`config.mk`:
```
export PLATFORM = sky130hd
export DESIGN_NAME = math_addsub_seq
export DESIGN_NICKNAME = d
export VERILOG_FILES = /design/src/rtl/math_addsub_seq_pkg.sv /design/src/rtl/math_adder_chunk.sv /design/src/rtl/math_adder_fullAdder.sv /design/src/rtl/math_addsub_seq.sv
export SDC_FILE = /design/constraint.sdc
export NUM_CORES = 1
export LEC_CHECK = 0
export ABC_CLOCK_PERIOD_IN_PS = 3000
export CAP_MARGIN = 20
export CORE_UTILIZATION = 52
export DETAILED_ROUTE_END_ITERATION = 7
export PLACE_DENSITY = 0.82
export SLEW_MARGIN = 40
export SYNTH_ARGS = -nofsm -noshare
export SYNTH_HDL_FRONTEND = slang
export SYNTH_SLANG_ARGS = --single-unit
```
`constraint.sdc`:
```
create_clock -name clk -period 3 [get_ports clk]
set_clock_uncertainty 0.2 [all_clocks]
set_input_delay 0.75 -clock clk [delete_from_list [all_inputs] [get_ports clk]]
set_output_delay 0.75 -clock clk [all_outputs]
set_load 0.05 [all_outputs]
```
`src/rtl/math_addsub_seq_pkg.sv`:
```
// rtl/math_addsub_seq_pkg.sv - state and opcode encodings shared by the serial add/sub unit
package math_addsub_seq_pkg;

   typedef enum logic [1:0] {
      MATH_S_IDLE = 2'd0,
      MATH_S_RUN  = 2'd1,
      MATH_S_DONE = 2'd2
   } math_state_t;

   localparam logic MATH_OP_ADD = 1'b0;
   localparam logic MATH_OP_SUB = 1'b1;

endpackage

```
`src/rtl/math_adder_chunk.sv`:
```
// rtl/math_adder_chunk.sv - CHUNK-bit ripple slice; also exposes the carry into its top bit
module math_adder_chunk #(
   parameter int CHUNK = 4
) (
   input  logic [CHUNK-1:0] a,
   input  logic [CHUNK-1:0] b,
   input  logic             cin,
   output logic [CHUNK-1:0] s,
   output logic             cout,
   output logic             cmsb
);

   logic [CHUNK:0] c;

   assign c[0] = cin;

   for (genvar i = 0; i < CHUNK; i++) begin : g_fa
      math_adder_fullAdder u_fa (
         .a    (a[i]),
         .b    (b[i]),
         .cin  (c[i]),
         .s    (s[i]),
         .cout (c[i+1])
      );
   end

   assign cout = c[CHUNK];
   assign cmsb = c[CHUNK-1];

endmodule

```
`src/rtl/math_adder_fullAdder.sv`:
```
// rtl/math_adder_fullAdder.sv - one-bit full adder cell
module math_adder_fullAdder (
   input  logic a,
   input  logic b,
   input  logic cin,
   output logic s,
   output logic cout
);

   assign s    = a ^ b ^ cin;
   assign cout = (a & b) | (cin & (a ^ b));

endmodule

```
`src/rtl/math_addsub_seq.sv`:
```
// rtl/math_addsub_seq.sv - multi-cycle adder/subtractor, one CHUNK-bit slice per clock
module math_addsub_seq
   import math_addsub_seq_pkg::*;
#(
   parameter int WIDTH = 16,
   parameter int CHUNK = 4
) (
   input  logic             clk,
   input  logic             rst,
   input  logic             start,
   input  logic             op,
   input  logic [WIDTH-1:0] a,
   input  logic [WIDTH-1:0] b,
   input  logic             cin,
   output logic             busy,
   output logic             done,
   output logic [WIDTH-1:0] sum,
   output logic             cout,
   output logic             ovf,
   output logic             zero
);

   localparam int NCH = WIDTH / CHUNK;
   localparam int CW  = (NCH > 1) ? $clog2(NCH) : 1;
   localparam logic [CW-1:0] LAST = CW'(NCH - 1);

   math_state_t      state, state_nx;
   logic [CW-1:0]    cnt;
   logic [WIDTH-1:0] opa, opb, res, res_nx;
   logic             carry;
   logic [CHUNK-1:0] sl_sum;
   logic             sl_cout, sl_cmsb;
   logic             accept, last;

   math_adder_chunk #(.CHUNK(CHUNK)) u_chunk (
      .a    (opa[CHUNK-1:0]),
      .b    (opb[CHUNK-1:0]),
      .cin  (carry),
      .s    (sl_sum),
      .cout (sl_cout),
      .cmsb (sl_cmsb)
   );

   // New slice enters from the top so the result ends up LSB-aligned after NCH shifts
   assign res_nx = WIDTH'({sl_sum, res} >> CHUNK);
   assign busy   = (state == MATH_S_RUN);
   assign done   = (state == MATH_S_DONE);
   assign last   = busy && (cnt == LAST);
   assign accept = start && !busy;

   always_ff @(posedge clk or posedge rst) begin
      if (rst) state <= MATH_S_IDLE;
      else     state <= state_nx;
   end

   always_comb begin
      state_nx = state;
      case (state)
         MATH_S_IDLE: if (start) state_nx = MATH_S_RUN;
         MATH_S_RUN:  if (cnt == LAST) state_nx = MATH_S_DONE;
         MATH_S_DONE: state_nx = start ? MATH_S_RUN : MATH_S_IDLE;
         default:     state_nx = MATH_S_IDLE;
      endcase
   end

   // Subtract is a + ~b + ~borrow, so the inversion happens once at capture
   always_ff @(posedge clk or posedge rst) begin
      if (rst) begin
         cnt   <= '0;
         opa   <= '0;
         opb   <= '0;
         res   <= '0;
         carry <= 1'b0;
      end else if (accept) begin
         cnt   <= '0;
         opa   <= a;
         opb   <= b ^ {WIDTH{op == MATH_OP_SUB}};
         res   <= '0;
         carry <= cin ^ (op != MATH_OP_ADD);
      end else if (busy) begin
         cnt   <= cnt + 1'b1;
         opa   <= opa >> CHUNK;
         opb   <= opb >> CHUNK;
         res   <= res_nx;
         carry <= sl_cout;
      end
   end

   always_ff @(posedge clk or posedge rst) begin
      if (rst) begin
         sum  <= '0;
         cout <= 1'b0;
         ovf  <= 1'b0;
         zero <= 1'b1;
      end else if (last) begin
         sum  <= res_nx;
         cout <= sl_cout;
         ovf  <= sl_cout ^ sl_cmsb;
         zero <= (res_nx == '0);
      end
   end

endmodule

```
==> results.json, run 1 <==
{
  "cts_max_path_buffers": 2,
  "start_kind": "flop",
  "period_needed_ps": 2810,
  "crit_fanout": 3,
  "antenna_left": 0,
  "worst_pin_slew_ps": 510,
  "place.gp.congestion": 0.764,
  "synth_compound_area_frac": 0.0853,
  "yosys.area_share.simple": 0.0984,
  "grt_pass1_wl_um": 9980,
  "final_util": 0.671,
  "synth_area_leaders": "dfrtp_1 (53%), mux2i_1 (8.9%), o21ai_0 (6.6%)",
  "ys_seq_area_frac": 0.538,
  "fp.dieH_um": 80.0,
  "num_rows": 28,
  "critPathRequiredTime_ps": 3070,
  "async_reset_ff_frac": 1.00,
  "insertion_delay_ps": 340,
  "cpPeakStageDelay_ps": 510,
  "grt_overflow_total": 0,
  "yosys-top-cells-count": "dfrtp_1 (67), nand2_1 (50), o21ai_0 (42)",
  "track_usage": 0.215,
  "core_area_um2": 5890,
  "cp_slowest_cell": "fa_1",
  "vias": 2152,
  "start_util": 0.538,
  "synth_mux_area_frac": 0.143,
  "synth_top_family_by_area": "multiplexers",
  "min_period_over_period": 0.936,
  "synth_edf_count": 0,
  "hold_viol": 0,
  "cts-htree-levels": 3,
  "yosysWarnings": 0,
  "drv_cap": 0,
  "critPathArrivalTime_ps": 2880,
  "rsz0062_at_grt": "false",
  "drc": 0,
  "synthAdderAreaFrac": 0.0292,
  "antenna_found_initial": 0,
  "leakagePower_nw": 1.83,
  "drv_slew": 0,
  "cts_tree": "done",
  "powerDensity_nw_per_um2": 1020,
  "final_nets": 384,
  "post-cts-setup-buffers": 0,
  "syn2layout_area_growth_pct": 24.7,
  "finalSetupViolCount": 0,
  "cts_sinks": 68,
  "cts_buffers": 9,
  "die-area_um2": 6410,
  "end_kind": "flop",
  "totalWireLength_um": 6050,
  "num-fill-cells": 474,
  "fin_tns_setup_ps": 0,
  "ir_drop_v": 0.000637,
  "synth_top_flop_cell": "dfrtp_1",
  "grt_pass1_vias": 2058,
  "dp_hpwl_um": 4370,
  "critPathMostFrequentCell": "fa_1",
  "syn-num-nets": 327,
  "slew_headroom": 0.659,
  "pin_count": 58,
  "yosys.area.top_type_share": 0.529,
  "die_x_um": 80.0,
  "ys_seq_elements": 68,
  "min_path_type": "reg2reg",
  "grt_max_degree": 56,
  "holdBufCountCts": 0,
  "crit_chain": "inv_1 -> fa_1 -> fa_1 -> inv_1 -> fa_1 -> inv_1 -> fa_1 -> nor4b_2 -> nand4_1 -> o21ai_1",
  "worst-setup-path-type": "reg2reg",
  "synth_cell_types": 32,
  "root_buffer": "clkbuf_8",
  "timing.fmax_mhz": 356,
  "avgSynthCellArea_um2": 11.1,
  "firstDrtPassIters": 4,
  "clkTransAtPathRegs_ps": 70,
  "avgViaCountPerCell": 5.10,
  "synth-xor-area-share": 0.0498,
  "insertedDiodeCount": 0,
  "yosysMostFrequentCell": "dfrtp_1",
  "status": "completed",
  "port_buffers": 57,
  "synthesis.area_um2": 3170,
  "synth_top_area_cell": "dfrtp_1",
  "drive_above_1_share": 0.115,
  "wire_per_inst_um": 14.3,
  "drtIter0Drc": 126,
  "synth_cells": 285
}
[kinds of logic (layout without fill, tap and decap cells)]
| group | after synthesis | in the layout |
|---|---|---|
| buffers and inverters | 31 | 93 |
| multiplexers | 41 | 41 |
| AO/OA/AOI/OAI | 51 | 51 |
| XOR/XNOR | 18 | 18 |
| adder cells (fa/ha/maj) | 5 | 5 |
| flip-flops | 68 | 68 |
| AND/OR/NAND/NOR | 71 | 71 |
[stage by stage]
step                      power [mW]  std cells  instance area (µm²)  hold slack [ps]  worst slack [ps]
after floorplan                 2.85        285                 3170              248               316
after global routing            4.31        422                 3950              308              35.3
after global placement          3.29        406                 3770              259               229
final                           4.03        422                 3950              285               192
after CTS                       4.05        422                 3940              282               106
after detailed placement        3.37        406                 3770              265               125
[state kept, by name (all words and copies together), names as in the netlist]
| name | cells |
|---|---|
| opa | 16 |
| cout | 1 |
| opb | 16 |
| cnt | 2 |
| res | 12 |
| carry | 1 |
| sum | 16 |
| state | 2 |
| ovf | 1 |
| zero | 1 |
[metal layers]
layer  global-route usage  vias up  wire length [µm]
met5                    0        -                 0
met4                0.109        0               108
met3               0.0571        9               308
met2                0.334       55              2970
met1                0.276     1027              2660
li1                     -     1061                 -
[final cells by class]
type                    count  area [µm²]  area share
clock buffers              14         163      0.0412
multi-input cells         186        1290       0.327
flip-flops and latches     68        1700       0.431
well taps                  75        93.8      0.0238
repair buffers             64         641       0.162
clock inverters             2        10.0     0.00253
inverters                  13        48.8      0.0124
[worst paths after layout]
kind | startpoint | to | slack, ps | depth (start not counted)
setup reg to reg | carry | zero | 190 | 10
max in group asynchronous | rst | sum[9] | 1460 | 3
hold / removal | opb[15] | opb[11] | 280 | 2
hold reg to reg | opb[15] | opb[11] | 280 | 2
min in group asynchronous | rst | opa[3] | 540 | 2
setup / recovery | carry | zero | 190 | 10
[cells in the final DEF (no fill, tap or decap), drive strengths merged, types with 2 or more instances in the layout]
master	count
clkinv	2
nor4	2
nand2	50
a211oi	4
clkbuf	14
nand3	4
xor2	13
fa	4
xnor2	5
inv	13
dfrtp	67
buf	9
mux2	13
clkdlybuf4s50	55
mux2i	28
nor2	9
o21ai	45
[report_power, final]
| group | switching (mW) | internal, mW |
|---|---|---|
| registers | 0.261 | 1.31 |
| clock network | 0.331 | 0.344 |
| logic | 1.08 | 0.707 |
| total | 1.67 | 2.36 |
[critical path: cells and delay by family (launching register included)]
family                     cells  cell delay (ps)
AOI/OAI and AO/OA              1              150
and+or+nand+nor                2              300
adders and majority gates      4             1520
buffers and inverters          3              210
DFF                            1              350
[timing repair]
| item | 4_1_cts | 5_1_grt |
|---|---|---|
| endpoints found under the setup margin | 0 | 1 |
| gates resized for setup | 0 | 2 |
| hold endpoints to repair | 0 | 0 |
(Power assumes the default switching activity.)
==> run 2: changes to the inputs <==
ABC_CLOCK_PERIOD_IN_PS = 2800   (was 3000)
MAX_ROUTING_LAYER = met4   (was unset)
clock period = 2.8 ns   (was 3 ns; I/O delays follow)
==> run 2 against run 1 <==
  * Combinational power increased by 9%
  * Clock-buffer cell count rose by 1
  * Utilization grew 0.15 points
  * Critical path depth stayed put
  * Global-route usage grew 0.55 points
  * Register-to-register slack got worse by 130 ps
  * Final cell count decreased by 0.24%
  * Die area is the same
  * Setup slack worse by 130 ps
  * Sequential cell count stayed put
  * Non-clock buffer count fell by 1
  * Critical path type unchanged
==> results.json, run 2 (same netlist as run 1, synthesis figures left out) <==
{
  "whs_endpoint": "opa[7]",
  "start_kind": "flop",
  "cts_buffers": 9,
  "die-area_um2": 6410,
  "dp_hpwl_um": 4090,
  "final_cell_mix": "dfrtp_1 (67), clkdlybuf4s50_1 (55), nand2_1 (50), o21ai_0 (41), mux2i_1 (28)",
  "holdBufCountCts": 0,
  "period_needed_ps": 2730,
  "cts_tree": "done",
  "holdCritStartpoint": "opa[11]",
  "final_nets": 383,
  "core_area_um2": 5890,
  "powerDensity_nw_per_um2": 1100,
  "antenna_left": 0,
  "worst_pin_slew_ps": 635,
  "grtUsageMet2": 0.324,
  "post-cts-setup-buffers": 0,
  "drtIter0Drc": 124,
  "place_area_um2": 3760,
  "cts_sinks": 68,
  "critPathRequiredTime_ps": 2870,
  "place.gp.congestion": 0.746,
  "leakagePower_nw": 1.83,
  "top_regs": "opa (16), opb (16), sum (16)",
  "ir_drop_v": 0.000701,
  "hold_viol": 0,
  "num-fill-cells": 472,
  "min_path_type": "reg2reg",
  "rsz0062_at_grt": "true",
  "grt_pass1_wl_um": 10100,
  "grt_max_degree": 78,
  "drive_above_1_share": 0.130,
  "start_util": 0.538,
  "drc": 0,
  "path_buf_inv": 3,
  "root_buffer": "clkbuf_8",
  "seqPwrFrac": 0.386,
  "grt_overflow_total": 0,
  "critPathArrivalTime_ps": 2800,
  "drv_cap": 0,
  "avgViaCountPerCell": 5.19,
  "p_total_mw": 4.35,
  "clkTransAtPathRegs_ps": 70,
  "insertedDiodeCount": 0,
  "final_util": 0.673,
  "syn2layout_area_growth_pct": 25.0,
  "vias": 2185,
  "status": "completed",
  "drv_slew": 0,
  "firstDrtPassIters": 4,
  "worst-setup-path-type": "reg2reg",
  "end_kind": "flop",
  "die_x_um": 80.0,
  "insertion_delay_ps": 340,
  "cts_max_path_buffers": 2,
  "totalWireLength_um": 5900,
  "busiest_layer": "met2",
  "r2r_slack_ps": 70,
  "r2r-start": "opb[0]",
  "r2r_end": "zero",
  "hold_depth": 2,
  "met3_usage": 0.0571,
  "pre_cts_slack_ps": -76.5,
  "port_buffers": 57,
  "pin_count": 58,
  "hold_slack_ps": 285,
  "track_usage": 0.220,
  "finalNonFillerCells": 421,
  "timing.fmax_mhz": 366,
  "postLayoutSetupSlackWorst_ps": 65.8,
  "crit_chain": "inv_2 -> fa_2 -> fa_2 -> inv_2 -> fa_2 -> inv_2 -> fa_1 -> nor4b_2 -> nand4_1 -> o21ai_1",
  "grt_pass1_vias": 2164,
  "rr_worst_depth": 10,
  "finalSetupViolCount": 0,
  "cts-htree-levels": 3,
  "p_int_mw": 2.57,
  "dp_cells": 405,
  "switchingPower_mw": 1.78,
  "fin_area_um2": 3960,
  "cpPeakStageDelay_ps": 560,
  "wire_per_inst_um": 14.0,
  "min_period_over_period": 0.977,
  "crit_family": "adder cells",
  "crit_fanout": 3,
  "num_rows": 28,
  "clkPwrFrac": 0.169,
  "comb_power_share": 0.446,
  "fin_tns_setup_ps": 0,
  "slew_headroom": 0.576,
  "antenna_found_initial": 0,
  "swShare": 0.409,
  "final_common_cell": "dfrtp_1",
  "cp_slowest_cell": "fa_1",
  "use_met1": 0.279,
  "fp.dieH_um": 80.0
}
run 2: cell count changes in the layout (fill, tap and decap cells not counted), sizes merged:
cell	previous run	this run
buf	9	8
clkbuf	14	15
clkinv	2	1
run 2: metal layers:
layer / wire [µm] / up-vias
met4: 155 / 0
met3: 260 / 12
met1: 2660 / 1044
li1: - / 1067
met5: 0 / -
met2: 2830 / 62
run 2: what timing repair did:
action	CTS	global route
resized for setup	3	5
setup endpoints to repair	1	1
pin swaps	0	4
run 2: worst register-to-register path, stage by stage (launching register included):
cell     delay [ps]
dfrtp_1         370
inv_2            50
fa_2            390
fa_2            340
inv_2            70
fa_2            210
inv_2            40
fa_1            560
nor4b_2         190
nand4_1         100
o21ai_1         140
run 2: power by group through the flow:
| stage | Sequential, mW | Clock, mW | Combinational (mW) |
|---|---|---|---|
| floorplan | 2.02 | 0 | 1.03 |
| global placement | 1.67 | 0 | 1.86 |
| detailed placement | 1.69 | 0 | 1.92 |
| CTS | 1.68 | 0.752 | 1.94 |
| global route | 1.73 | 0.791 | 2.14 |
| finish | 1.68 | 0.736 | 1.94 |
run 2: final cells by class:
cell class	instances	area, µm²	share of cell area
clock buffer	15	176	0.0446
clock inverter	1	5.00	0.00126
inverter	13	48.8	0.0123
multi-input combinational	186	1300	0.328
sequential	68	1700	0.430
tap	75	93.8	0.0237
timing repair buffer	63	633	0.160
run 2: worst max-delay path by stage:
stage               slack, ps  cells past startpoint    from  endpoint
floorplan                 120                     10   carry      zero
global placement           60                     10   carry      zero
detailed placement        -80                     10   carry      zero
CTS                        60                     10   carry      zero
global route              -40                     10  opb[0]      zero
finish                     70                     10  opb[0]      zero
==> run 3: changes to the inputs <==
ABC_CLOCK_PERIOD_IN_PS = 2400   (was 2800)
CORE_UTILIZATION = 47   (was 52)
PLACE_DENSITY = 0.79   (was 0.82)
clock period = 2.4 ns   (was 2.8 ns; I/O delays follow)
==> run 3 against run 2 <==
  * Utilization is 4.3 points lower
  * Sequential cell count stayed put
  * Routed wire length increased by 2.0%
  * Combinational power increased by 26%
  * Via count increased by 0.59%
  * The run now ends with DRC, setup timing left
  * Maximum frequency grew 1.8%
  * Final area rose by 2.2%
  * Largest power group unchanged
  * Power increased by 20%
  * Worst hold slack hardly changed
  * First-iteration DRC count shrank 27%
  * Sequential share of layout area fell by 0.93 points
==> results.json, run 3 (same netlist as run 1, synthesis figures left out) <==
{
  "status": "complete, but fails checks",
  "violations": "DRC, setup timing",
  "die_x_um": 84.1,
  "grt_max_degree": 78,
  "grt_pass1_wl_um": 10000,
  "slew_headroom": 0.664,
  "hold_viol": 0,
  "min_path_type": "reg2reg",
  "track_usage": 0.190,
  "start_kind": "flop",
  "grt_overflow_total": 0,
  "die-area_um2": 7070,
  "firstDrtPassIters": 6,
  "syn2layout_area_growth_pct": 27.8,
  "clkTransAtPathRegs_ps": 70,
  "r2r_end": "zero",
  "powerDensity_nw_per_um2": 1290,
  "worst_pin_slew_ps": 502,
  "top_regs": "opa (16), opb (16), sum (16)",
  "final_nets": 390,
  "grt_pass1_vias": 2168,
  "critPathLaunch": "opb[0]",
  "avgViaCountPerCell": 5.11,
  "pin_count": 58,
  "core_area_um2": 6420,
  "insertedDiodeCount": 0,
  "end_kind": "flop",
  "min_period_over_period": 1.12,
  "r2r-start": "opb[0]",
  "postLayoutSetupSlackWorst_ps": -286,
  "cts_sinks": 68,
  "final_util": 0.630,
  "ir_drop_v": 0.000561,
  "timing.fmax_mhz": 372,
  "drv_slew": 0,
  "rr_worst_depth": 10,
  "antenna_found_initial": 0,
  "holdBufCountCts": 0,
  "final_common_cell": "dfrtp_1",
  "cts_tree": "done",
  "wire_per_inst_um": 14.0,
  "cp-endpoint": "zero",
  "worst-setup-path-type": "reg2reg",
  "insertion_delay_ps": 340,
  "drive_above_1_share": 0.153,
  "fp.dieH_um": 84.1,
  "drc": 10,
  "final-seq-area_um2": 1700,
  "r2r_slack_ps": -290,
  "crit_fanout": 2,
  "finalSetupViolCount": 4,
  "start_util": 0.493,
  "rsz0062_at_grt": "true",
  "place.gp.congestion": 0.743,
  "num_rows": 29,
  "final_cell_mix": "dfrtp_1 (67), clkdlybuf4s50_1 (53), nand2_1 (50), o21ai_0 (39), mux2i_1 (28)",
  "hold_slack_ps": 285,
  "drv_cap": 0,
  "cts-htree-levels": 3,
  "totalWireLength_um": 6020,
  "drtIter0Drc": 91,
  "period_needed_ps": 2690,
  "num-fill-cells": 530,
  "root_buffer": "clkbuf_8",
  "critPathRequiredTime_ps": 2460,
  "port_buffers": 57,
  "cts_max_path_buffers": 2,
  "antenna_left": 0,
  "dp_hpwl_um": 4130,
  "cts_buffers": 9,
  "vias": 2198,
  "multi_input_area_um2": 1310,
  "critPathArrivalTime_ps": 2750,
  "leakagePower_nw": 1.87
}
-- run 3: changes by cell type in the layout (fill, tap and decap cells not counted), moves of 2 or more --
cell | previous run | this run
clkdlybuf4s50_1 | 55 | 53
clkinvlp_4 | 0 | 2
buf_12 | 2 | 5
clkbuf_8 | 12 | 10
buf_4 | 5 | 11
o21ai_0 | 41 | 39
-- run 3: how the worst min path moves through the flow --
stage / startpoint / endpoint / slack, ps / cells past startpoint
5_1_grt: opa[13] / opa[9] / 310 / 2
3_3_place_gp: opa[13] / opa[9] / 260 / 2
3_5_place_dp: opb[8] / opb[4] / 270 / 2
6_report: opa[13] / opa[9] / 290 / 2
4_1_cts: zero / zero / 280 / 2
2_1_floorplan: opa[14] / opa[10] / 250 / 2
-- run 3: cell type report --
type | count | share of cell area
clock buffer | 14 | 0.0377
clock inverter | 2 | 0.00309
inverter | 13 | 0.0130
sequential | 68 | 0.421
timing repair buffer | 70 | 0.177
multi-input combinational | 186 | 0.324
tap | 77 | 0.0238
-- run 3: per-layer routing --
metal	part of all wire	wire length (µm)	track usage
met1	0.46	2770	0.246
met2	0.47	2820	0.278
met3	0.050	300	0.0455
met4	0.022	134	0.103
met5	0	0	-
-- run 3: repair_timing --
action / 4_1_cts / 5_1_grt
setup buffers: 2 / 1
endpoints found under the setup margin: 4 / 6
resized for setup: 4 / 1
pin swaps: 1 / 3
-- run 3: where the power goes --
part | total (mW) | switching [mW] | internal, mW
sequential | 1.97 | 0.333 | 1.63
combinational | 2.44 | 1.39 | 1.05
clock | 0.812 | 0.409 | 0.404
total | 5.22 | 2.14 | 3.08
-- run 3: critical path, cell delays in order (launching register included) --
cell and delay, ps:
dfrtp_1 360, inv_2 50, fa_2 390, fa_2 350
inv_2 60, fa_2 220, inv_2 50, fa_1 500
nor4b_4 180, nand4_1 100, o21ai_1 150
-- run 3: through the flow --
stage                     instance area [µm²]  total power [mW]  TNS [ps]  std cells  worst slack [ps]
after global placement                   3850              4.26      -256        411              -200
after CTS                                4030              5.22      -475        429              -275
after global routing                     4050              5.57      -878        430              -395
after floorplan                          3180              3.59      -165        285              -165
final                                    4050              5.22      -492        430              -286
after detailed placement                 3850              4.36      -540        411              -253
